File: config.mk
export PLATFORM = sky130hd
export DESIGN_NAME = tristate_bus_arbiter
export DESIGN_NICKNAME = d
export VERILOG_FILES = /design/src/rtl/tristate_bus_arbiter.sv
export SDC_FILE = /design/constraint.sdc
export NUM_CORES = 1
export LEC_CHECK = 0
export ABC_AREA = 1
export BUFFER_PORTS_ARGS = -buffer_cell sky130_fd_sc_hd__buf_4
export CORE_MARGIN = 3
export CORE_UTILIZATION = 55
export CTS_BUF_LIST = sky130_fd_sc_hd__clkbuf_8 sky130_fd_sc_hd__clkbuf_16
export CTS_CLUSTER_SIZE = 24
export DETAILED_ROUTE_END_ITERATION = 6
export PLACE_DENSITY = 0.79
export SLEW_MARGIN = 20
export SYNTH_ARGS = -nofsm -noshare
export SYNTH_HDL_FRONTEND = slang
export SYNTH_HIERARCHICAL = 1
export SYNTH_SLANG_ARGS = --single-unit
export TNS_END_PERCENT = 5
File: constraint.sdc
create_clock -name clk -period 3.8 [get_ports clk]
set_clock_uncertainty 0.2 [all_clocks]
set_input_delay 0.57 -clock clk [delete_from_list [all_inputs] [get_ports clk]]
set_output_delay 0.57 -clock clk [all_outputs]
set_load 0.005 [all_outputs]
File: src/rtl/tristate_bus_arbiter.sv
// tristate_bus_arbiter
//   Round-robin arbiter for a shared tristate bus. Exactly one requester is
//   granted the right to drive. Every change of owner is separated by a
//   turnaround gap of TURN_CYC undriven cycles, so two drivers are never
//   enabled in the same cycle.
//
//   Parameters: N (requesters, 2..8), TURN_CYC (gap cycles, >=1),
//               MAX_HOLD (grant cycle limit, >=1, used only with the macro).
//   Ports:
//     clk   in            rising-edge clock
//     rst   in            asynchronous active-high reset
//     req   in  [N]       level request per requester
//     gnt   out [N]       one-hot grant, registered, zero when no owner
//     sel   out [SEL_W]   index of current or last owner (mux select)
//     en    out           tristate output enable, equals |gnt
//     busy  out           high while in GRANT or TURN
//
//   Build option: TRISTATE_ARB_HOLD_LIMIT_EN forces the owner off the bus
//   after MAX_HOLD grant cycles, and it re-arbitrates with lowest priority.
//   When the macro is undefined, a grant is held until req[sel] falls.
//   All outputs come straight from flops.

// Per-requester lane: flags a request at or above the priority pointer.
// These requests win over wrapped-around (below-pointer) requests.
module tristate_bus_arbiter_lane #(
  parameter int SEL_W = 2,
  parameter int IDX   = 0
) (
  input  logic             req_bit,
  input  logic [SEL_W-1:0] ptr,
  output logic             hi
);
  assign hi = req_bit && (SEL_W'(IDX) >= ptr);
endmodule

module tristate_bus_arbiter #(
  parameter int N        = 4,
  parameter int TURN_CYC = 1,
  parameter int MAX_HOLD = 8,
  localparam int SEL_W   = $clog2(N)
) (
  input  logic             clk,
  input  logic             rst,
  input  logic [N-1:0]     req,
  output logic [N-1:0]     gnt,
  output logic [SEL_W-1:0] sel,
  output logic             en,
  output logic             busy
);
  localparam int HOLD_W = $clog2(MAX_HOLD + 1);
  localparam int TURN_W = $clog2(TURN_CYC + 1);

  typedef enum logic [1:0] {IDLE, GRANT, TURN} state_t;

  state_t              state_q, state_d;
  logic [SEL_W-1:0]    ptr_q,  ptr_d;
  logic [HOLD_W-1:0]   hold_q, hold_d;
  logic [TURN_W-1:0]   turn_q, turn_d;
  logic [N-1:0]        gnt_d;
  logic [SEL_W-1:0]    sel_d;
  logic                en_d, busy_d;

  // ---------------- round-robin pick ----------------
  logic [N-1:0]     req_hi;
  logic             win_vld;
  logic [SEL_W-1:0] win, win_nxt;

  for (genvar i = 0; i < N; i++) begin : g_lane
    tristate_bus_arbiter_lane #(.SEL_W(SEL_W), .IDX(i)) u_lane (
      .req_bit (req[i]),
      .ptr     (ptr_q),
      .hi      (req_hi[i])
    );
  end

  // Lowest set bit at/above ptr wins; if none, the lowest set bit overall
  // (the wrapped part of the scan). Descending loops leave the lowest index.
  always_comb begin
    win_vld = |req;
    win     = '0;
    for (int i = N - 1; i >= 0; i--)
      if (req[i]) win = SEL_W'(i);
    for (int i = N - 1; i >= 0; i--)
      if (req_hi[i]) win = SEL_W'(i);
  end

  assign win_nxt = (win == SEL_W'(N - 1)) ? '0 : win + 1'b1;

  // ---------------- state register ----------------
  always_ff @(posedge clk or posedge rst) begin
    if (rst) state_q <= IDLE;
    else     state_q <= state_d;
  end

  // ---------------- next state ----------------
  logic turn_done, hold_hit;
  assign turn_done = (turn_q == TURN_W'(TURN_CYC));
`ifdef TRISTATE_ARB_HOLD_LIMIT_EN
  assign hold_hit = (hold_q == HOLD_W'(MAX_HOLD));
`else
  assign hold_hit = 1'b0;
`endif

  always_comb begin
    state_d = state_q;
    case (state_q)
      IDLE:    if (win_vld) state_d = GRANT;
      GRANT:   if (!req[sel] || hold_hit) state_d = TURN;
      TURN:    if (turn_done) state_d = win_vld ? GRANT : IDLE;
      default: state_d = IDLE;
    endcase
  end

  // ---------------- outputs / datapath next values ----------------
  always_comb begin
    gnt_d  = gnt;
    sel_d  = sel;
    en_d   = en;
    ptr_d  = ptr_q;
    hold_d = hold_q;
    turn_d = turn_q;
    busy_d = (state_d != IDLE);
    if (state_d == GRANT && state_q != GRANT) begin
      // fresh grant out of IDLE or the last TURN cycle
      gnt_d  = N'(1) << win;
      sel_d  = win;
      en_d   = 1'b1;
      ptr_d  = win_nxt;
      hold_d = HOLD_W'(1);
    end else if (state_d == GRANT) begin
      if (hold_q != HOLD_W'(MAX_HOLD)) hold_d = hold_q + 1'b1;
    end else if (state_d == TURN) begin
      // sel keeps the last owner through the gap
      gnt_d  = '0;
      en_d   = 1'b0;
      turn_d = (state_q == TURN) ? turn_q + 1'b1 : TURN_W'(1);
    end else begin
      gnt_d  = '0;
      en_d   = 1'b0;
    end
  end

  always_ff @(posedge clk or posedge rst) begin
    if (rst) begin
      gnt    <= '0;
      sel    <= '0;
      en     <= 1'b0;
      busy   <= 1'b0;
      ptr_q  <= '0;
      hold_q <= '0;
      turn_q <= '0;
    end else begin
      gnt    <= gnt_d;
      sel    <= sel_d;
      en     <= en_d;
      busy   <= busy_d;
      ptr_q  <= ptr_d;
      hold_q <= hold_d;
      turn_q <= turn_d;
    end
  end

endmodule

==> flow_summary.json, run 1 <==
{
  "status": "finished, final reports clean",
  "worstHoldPathType": "in -> async",
  "synth_fa_ha_area_share_pct": 6.88,
  "netlist_top_cells_count": "nand2_1, inv_1, dfrtp_1",
  "multi_input_area_um2": 313,
  "synth_top_family_by_area": "simple AND/OR/NAND/NOR gates",
  "detail_route.vias_per_cell": 4.68,
  "cp-end-kind": "flop",
  "clk_pin_slew_ns": 0.05,
  "cts-hold-fix-buffers": 0,
  "setup_viol": 0,
  "worstRegToRegCells": 7,
  "die-area_um2": 1790,
  "yosys_warnings": 6,
  "finalSetupTns_ns": 0,
  "synth_seq_cells": 13,
  "ioPinCount": 14,
  "ant_nets": 0,
  "diodes": 0,
  "register_area_um2": 325,
  "area_growth_pct": 21.0,
  "syn_area_per_cell_um2": 7.49,
  "drive_gt1_share_pct": 21.2,
  "dr.pass1.iters": 4,
  "finalHoldViolCount": 0,
  "grt_pass1_wl_mm": 2.50,
  "gp_congestion": 0.799,
  "cp-start-kind": "input pin",
  "synth_area_leader_cell": "dfrtp_1",
  "ctsLongestPathBuffers": 2,
  "synth.area.top_cells": "dfrtp_1, nand2_1, inv_1, ha_1, nand3_1",
  "final-max-slew-violation-count": 0,
  "nNetsFinal": 124,
  "synth_cells": 97,
  "p_leak_nw": 0.540,
  "criticalPathCategory": "in -> reg",
  "ir_drop_mv": 0.498,
  "clock.fmax_mhz": 602,
  "synth_area_um2": 727,
  "fillers": 85,
  "synthSimpleGateAreaFrac_pct": 32.0,
  "cts_setup_buffers": 0,
  "portBuffers": 13,
  "htreeDepth": 1,
  "power.density_nw_per_um2": 748,
  "synth-compound-area-share_pct": 4.13,
  "cts_made_buffers": 3,
  "row_count": 12,
  "finalWirelength_mm": 1.40,
  "synth_top_flop_cell": "dfrtp_1",
  "start_util_pct": 62.1,
  "worst_pin_slew_ns": 0.484,
  "drc": 0,
  "worstPathArrival_ns": 1.59,
  "rsz0062_at_grt": "false",
  "max-slew-margin-rel_pct": 67.7,
  "yosysSeqAreaShare_pct": 44.8,
  "fin_hold_ws_ns": 0.151,
  "clock_latency_ns": 0.24,
  "netlist.area_leader.share_pct": 44.8,
  "cts-resized-gates": 0,
  "die_x_um": 42.4,
  "crit_fanout": 4,
  "synth.most_common_cell": "nand2_1",
  "synthArstFlopShare_pct": 100,
  "grt_pass1_vias": 584,
  "cts_tree": "yes",
  "cap_violations": 0,
  "ys_types": 16,
  "antenna_found_initial": 0,
  "gr-total-overflow": 0,
  "r2r-start": "ptr_q[1]",
  "vias": 594,
  "hpwl_mm": 1.05,
  "synth_nets": 107,
  "wl_per_cell_um": 11.0,
  "fp.dieH_um": 42.4,
  "synth_edf_count": 0,
  "cp_data_required_time_ns": 3.73,
  "min_period_ns": 1.66,
  "post-route-period-util_pct": 43.7,
  "clock_sinks": 13,
  "core-area_um2": 1170,
  "startpoint": "req[2]",
  "drtIter0Drc": 11,
  "synth.area.mux_share_pct": 0,
  "root_buffer": "clkbuf_8",
  "grt_max_degree": 14,
  "grtUsageTotal_pct": 18.4,
  "synthXorXnorAreaFrac_pct": 0
}
## area by class of cell
type	count	area share, %
Inverter	21	9.25
Sequential cell	13	37.0
Tap cell	14	1.99
Clock buffer	3	4.69
Timing Repair Buffer	13	11.1
Multi-Input combinational cell	62	35.6
Clock inverter	1	0.427
## power by group
group          switching (W)  internal (W)
sequential         0.0000468      0.000200
combinational       0.000169      0.000125
clock              0.0000457     0.0000711
## per-layer routing
| layer | GRT usage (%) | vias to the layer above | part of all wire, % | wire (um) |
|---|---|---|---|---|
| met1 | 22.7 | 267 | 45 | 626 |
| met5 | 0 | - | 0 | 0 |
| li1 | - | 318 | - | - |
| met2 | 30.1 | 7 | 52 | 720 |
| met3 | 6.44 | 2 | 2.9 | 41 |
| met4 | 5.59 | 0 | 0.57 | 8 |
## state kept, by name, summed over array words and instances (netlist names)
name / flops
turn_done: 1
state_q: 2
ptr_q: 2
en: 1
busy: 1
gnt: 4
sel: 2
## cells by family (layout without fill, tap and decap cells)
kind of cell    count (synthesis)  count (layout)
fa+ha+maj                       4               4
simple gates                   54              54
buf+inv                        22              38
flops                          13              13
compound gates                  4               4
## cells in the final DEF, fill, tap and decap left out
master,count
nand2_1,40
inv_1,21
dfrtp_1,13
buf_4,13
nand3_1,7
ha_1,4
clkbuf_8,3
nor2_1,2
nor2_2,2
a21oi_1,1
nand2_2,1
nor3_2,1
nor2_4,1
inv_4,1
a22oi_1,1
o21ai_2,1
a21oi_2,1
## critical path, stage by stage
cell and delay (ns):
buf_4 0.12, inv_1 0.07, nand2_1 0.05, nand2_1 0.06
nand2_1 0.05, nand2_1 0.05, nand2_1 0.04, nand2_1 0.07
nand2_1 0.10, ha_1 0.30, nand2_1 0.07, nand2_1 0.05
## stage by stage
stage | power [W] | setup slack (ns) | cell area (um^2) | utilization [%] | instances
final | 0.000658 | 2.14 | 880 | 75.1 | 127
after global routing | 0.000722 | 2.01 | 880 | 75.1 | 127
after CTS | 0.000666 | 2.15 | 880 | 75.1 | 127
after detailed placement | 0.000543 | 1.90 | 835 | 71.3 | 123
after global placement | 0.000530 | 1.94 | 835 | 71.3 | 123
after floorplan | 0.000428 | 2.10 | 727 | - | 97
## worst paths after layout
path	to	slack [ns]
max in group asynchronous	ptr_q[0]	2.92
hold reg to reg	gnt[3]	0.27
min in group clk	gnt[3]	0.27
hold / removal	turn_done	0.15
setup reg to reg	ptr_q[1]	2.18
setup / recovery	ptr_q[1]	2.14
No activity file was read; power rests on OpenSTA's default activity.
==> run 2, diff against run 1 <==
Settings changed: CORE_UTILIZATION 55 to 47, PLACE_DENSITY 0.79 to 0.72.
Clock period 3.8 ns to 1.3 ns, I/O delays scaled along.
==> flow_summary.json, run 2 (synthesis gave the netlist of run 1 again) <==
{
  "status": "finished with violations",
  "violations": "setup timing",
  "grt.busiest_layer": "met2",
  "grt_pass1_wl_mm": 2.75,
  "cp-end-kind": "flop",
  "drive_gt1_share_pct": 47.2,
  "hpwl_mm": 1.16,
  "ant_nets": 0,
  "cp_top_family": "flip-flops",
  "crit_slowest_cell": "dfrtp_2",
  "finalHoldViolCount": 0,
  "criticalPathCategory": "reg -> reg",
  "clock.fmax_mhz": 650,
  "start_util_pct": 52.6,
  "final_cell_mix": "nand2_1, buf_4, inv_1",
  "grt_pass1_vias": 669,
  "die-area_um2": 2050,
  "cts_made_buffers": 3,
  "grt_max_degree": 14,
  "path_common_cell": "nand2_2",
  "placed_cell_area_um2": 881,
  "root_buffer": "clkbuf_8",
  "crit_fanout": 4,
  "finalWirelength_mm": 1.68,
  "final-max-slew-violation-count": 0,
  "worstPathArrival_ns": 1.47,
  "clock_latency_ns": 0.24,
  "power.density_nw_per_um2": 2190,
  "cts_tree": "yes",
  "worst_pin_slew_ns": 0.498,
  "fillers": 104,
  "worstHoldPathType": "in -> reg",
  "power_w": 0.00227,
  "post-route-period-util_pct": 118,
  "cap_violations": 0,
  "area_growth_pct": 42.7,
  "max_stage_delay_ns": 0.43,
  "detail_route.vias_per_cell": 4.80,
  "gr-total-overflow": 0,
  "core-area_um2": 1380,
  "clock_sinks": 13,
  "regMostFlops": "gnt",
  "portBuffers": 13,
  "register_area_um2": 328,
  "cp-start-kind": "flop",
  "ctsLongestPathBuffers": 2,
  "ir_drop_mv": 1.38,
  "htreeDepth": 1,
  "met1_usage_pct": 21.3,
  "largest_register_ffs": 4,
  "fp.dieH_um": 45.3,
  "rsz0062_at_grt": "true",
  "grtUsageTotal_pct": 18.9,
  "gp_congestion": 0.739,
  "multi_input_area_um2": 389,
  "drc": 0,
  "diodes": 0,
  "fin_util_pct": 75.0,
  "mostFrequentLayoutCell": "nand2_1",
  "grtUsageMet2_pct": 33.9,
  "clk_pin_slew_ns": 0.06,
  "ioPinCount": 14,
  "path_cells": "a21oi_2, inv_2, nand2_2, nand2_2, nand2_4, inv_2, ha_2, nand2_2, nand2_1",
  "vias": 663,
  "drtIter0Drc": 7,
  "wl_per_cell_um": 12.1,
  "cp_data_required_time_ns": 1.23,
  "max-slew-margin-rel_pct": 66.7,
  "die_x_um": 45.3,
  "min_period_ns": 1.54,
  "p_leak_nw": 0.589,
  "row_count": 13,
  "fin_ws_ns": -0.239,
  "grtUsageMet3_pct": 3.59,
  "design_area_um2": 1040,
  "setup_viol": 7,
  "antenna_found_initial": 0,
  "dr.pass1.iters": 4,
  "nNetsFinal": 134,
  "path_buf_inv": 2
}
## run 2: cell types whose count changed in the layout (fill, tap and decap cells not counted), sizes merged
cell,previous run,this run
dlygate4sd3,0,1
buf,13,22
## run 2: metal layers
layer / part of all wire, % / routed length, um
met3: 2.0 / 34
met4: 2.4 / 40
met5: 0 / 0
met1: 42 / 696
met2: 54 / 904
## run 2: area by class of cell
type                            instances  share of cell area, %
Clock buffer                            3                   3.98
Multi-Input combinational cell         62                   37.5
Clock inverter                          1                  0.362
Tap cell                               15                   1.81
Timing Repair Buffer                   23                   16.9
Inverter                               21                   7.84
Sequential cell                        13                   31.6
## run 2: power by group
part | total, W | internal (W) | switching [W]
clock | 0.000355 | 0.000208 | 0.000146
combinational | 0.00119 | 0.000555 | 0.000633
sequential | 0.000731 | 0.000591 | 0.000140
## run 2: worst paths after layout
path | to | from | slack [ns] | cells after the start
max | gnt[3] | ptr_q[1] | -0.24 | 9
max in group asynchronous | ptr_q[1] | rst | 0.19 | 3
max reg2reg | gnt[3] | ptr_q[1] | -0.24 | 9
min reg2reg | en | en | 0.28 | 2
min | state_q[1] | req[2] | 0.25 | 6
min in group asynchronous | gnt[1] | rst | 0.35 | 3
## run 2: through the flow
| stage | setup WS (ns) | hold WS (ns) | std cells | TNS, ns |
|---|---|---|---|---|
| floorplan | -0.135 | -0.128 | 97 | -0.469 |
| global placement | -0.204 | 0.0441 | 129 | -0.862 |
| detailed placement | -0.218 | 0.0619 | 129 | -1.11 |
| CTS | -0.213 | 0.247 | 137 | -1.07 |
| global route | -0.293 | 0.303 | 138 | -2.11 |
| finish | -0.239 | 0.252 | 138 | -1.38 |
## run 2: what timing repair did
| action | CTS | global route |
|---|---|---|
| resized for setup | 10 | 15 |
| setup buffers | 3 | 1 |
| setup endpoints to repair | 11 | 13 |
| hold endpoints to repair | 13 | 0 |
| hold buffers | 1 | 0 |
| pin swaps | 11 | 5 |
## run 2: tightest hold or removal path, cell delays in order
cell and delay [ns]:
buf_4 0.12, nand2_1 0.07, nand3_2 0.08, nand2_2 0.08, a22oi_2 0.06, inv_1 0.05
==> run 3, diff against run 2 <==
Settings changed: CELL_PAD_IN_SITES_DETAIL_PLACEMENT set to 1, CELL_PAD_IN_SITES_GLOBAL_PLACEMENT set to 2, CORE_UTILIZATION 47 to 26, PLACE_DENSITY 0.72 to not set, PLACE_DENSITY_LB_ADDON set to 0.1.
==> flow_summary.json, run 3 (synthesis gave the netlist of run 1 again) <==
{
  "finalWirelength_mm": 1.87,
  "cp-start-kind": "flop",
  "drtIter0Drc": 20,
  "nNetsFinal": 141,
  "layout.cells.non_filler": 160,
  "cts_tree": "yes",
  "die_x_um": 58.9,
  "grt_pass1_wl_mm": 3.19,
  "cp-end-kind": "flop",
  "swShare_pct": 39.4,
  "status": "finished with violations",
  "root_buffer": "clkbuf_8",
  "gr-total-overflow": 0,
  "p_leak_nw": 0.632,
  "grt_pass1_vias": 700,
  "ioPinCount": 14,
  "register_area_um2": 325,
  "largest_register_ffs": 4,
  "final-max-slew-violation-count": 0,
  "fillers": 322,
  "hpwl_mm": 1.41,
  "rsz0062_at_grt": "true",
  "post-route-period-util_pct": 115,
  "antenna_found_initial": 0,
  "clock.fmax_mhz": 667,
  "criticalPathCategory": "reg -> reg",
  "mostFrequentLayoutCell": "nand2_1",
  "clock_latency_ns": 0.24,
  "grt_max_degree": 14,
  "vias": 679,
  "worst_pin_slew_ns": 0.278,
  "fp.dieH_um": 58.9,
  "area_growth_pct": 56.5,
  "p_int_w": 0.00147,
  "portBuffers": 13,
  "diodes": 0,
  "p_seq_share_pct": 29.3,
  "setup_viol": 9,
  "drive_gt1_share_pct": 46.2,
  "row_count": 18,
  "wl_per_cell_um": 11.7,
  "cap_violations": 0,
  "violations": "setup timing",
  "cp_data_required_time_ns": 1.23,
  "start_util_pct": 28.3,
  "ant_nets": 0,
  "multi_input_area_um2": 395,
  "dr.pass1.iters": 4,
  "regMostFlops": "gnt",
  "power.density_nw_per_um2": 2140,
  "detail_route.vias_per_cell": 4.24,
  "final_cell_mix": "nand2_1, buf_4, inv_1",
  "dp_cells": 151,
  "ir_drop_mv": 1.14,
  "core-area_um2": 2570,
  "die-area_um2": 3470,
  "pwr-share-clk_pct": 14.6,
  "fin_hold_ws_ns": 0.243,
  "cts_made_buffers": 3,
  "crit_fanout": 4,
  "ctsLongestPathBuffers": 2,
  "worstHoldPathType": "in -> reg",
  "design_area_um2": 1140,
  "grtUsageTotal_pct": 12.4,
  "finalHoldViolCount": 0,
  "worstPathArrival_ns": 1.43,
  "min_period_ns": 1.50,
  "finalSetupTns_ns": -1.16,
  "drc": 0,
  "htreeDepth": 1,
  "combPwrFrac_pct": 56.1,
  "placed_cell_area_um2": 952,
  "gp_congestion": 0.733,
  "power.switching_w": 0.000958,
  "fin_ws_ns": -0.199,
  "max-slew-margin-rel_pct": 81.4,
  "clk_pin_slew_ns": 0.06,
  "clock_sinks": 13
}
[run 3: cell types whose count changed in the layout (fill, tap and decap cells not counted), sizes merged]
cell  delta
buf      +7
[run 3: path summary, 6_finish.rpt]
check	depth (start not counted)	end	slack [ns]	from
hold / removal	6	state_q[1]	0.24	req[2]
min in group asynchronous	4	state_q[1]	0.31	rst
setup / recovery	9	gnt[3]	-0.20	ptr_q[1]
max in group asynchronous	4	gnt[0]	0.42	rst
setup reg to reg	9	gnt[3]	-0.20	ptr_q[1]
hold reg to reg	2	gnt[2]	0.27	gnt[2]
[run 3: area by class of cell]
cell class	count	area share (%)
timing repair buffer	30	21.8
inverter	21	7.59
sequential	13	28.6
multi-input combinational	62	34.8
tap	30	3.30
clock buffer	3	3.63
clock inverter	1	0.330
[run 3: metal layers]
layer / share of wire (%) / GRT usage (%)
met4: 1.7 / 4.85
met5: 0 / 0
met2: 47 / 19.4
met1: 48 / 16.1
met3: 3.8 / 3.51
[run 3: power by group through the flow]
stage / registers, W / logic [W] / clock network [W]
finish: 0.000712 / 0.00137 / 0.000355
global route: 0.000739 / 0.00155 / 0.000403
CTS: 0.000709 / 0.00119 / 0.000371
detailed placement: 0.000719 / 0.00106 / 0
global placement: 0.000714 / 0.00103 / 0
floorplan: 0.000714 / 0.000549 / 0
[run 3: critical path, cell delays in order, from the launching register on]
cell	delay, ns
dfrtp_1	0.42
inv_1	0.08
nand2_2	0.07
nor2_4	0.12
inv_4	0.06
nand3_4	0.12
inv_4	0.05
ha_2	0.17
nand2_1	0.06
nand2_1	0.04
[run 3: metrics by stage]
stage	worst slack [ns]	total power, W	util [%]
floorplan	-0.135	0.00126	-
global placement	-0.230	0.00174	37.1
detailed placement	-0.297	0.00177	37.1
CTS	-0.251	0.00227	41.1
global route	-0.274	0.00269	44.3
finish	-0.199	0.00243	44.3
[run 3: what timing repair did]
item                                    CTS  global route
pin swaps                                 8            10
setup buffers                             2             2
gates resized for setup                   8            18
hold buffers                              1             0
endpoints found under the hold margin    13             0
endpoints found under the setup margin   12            14
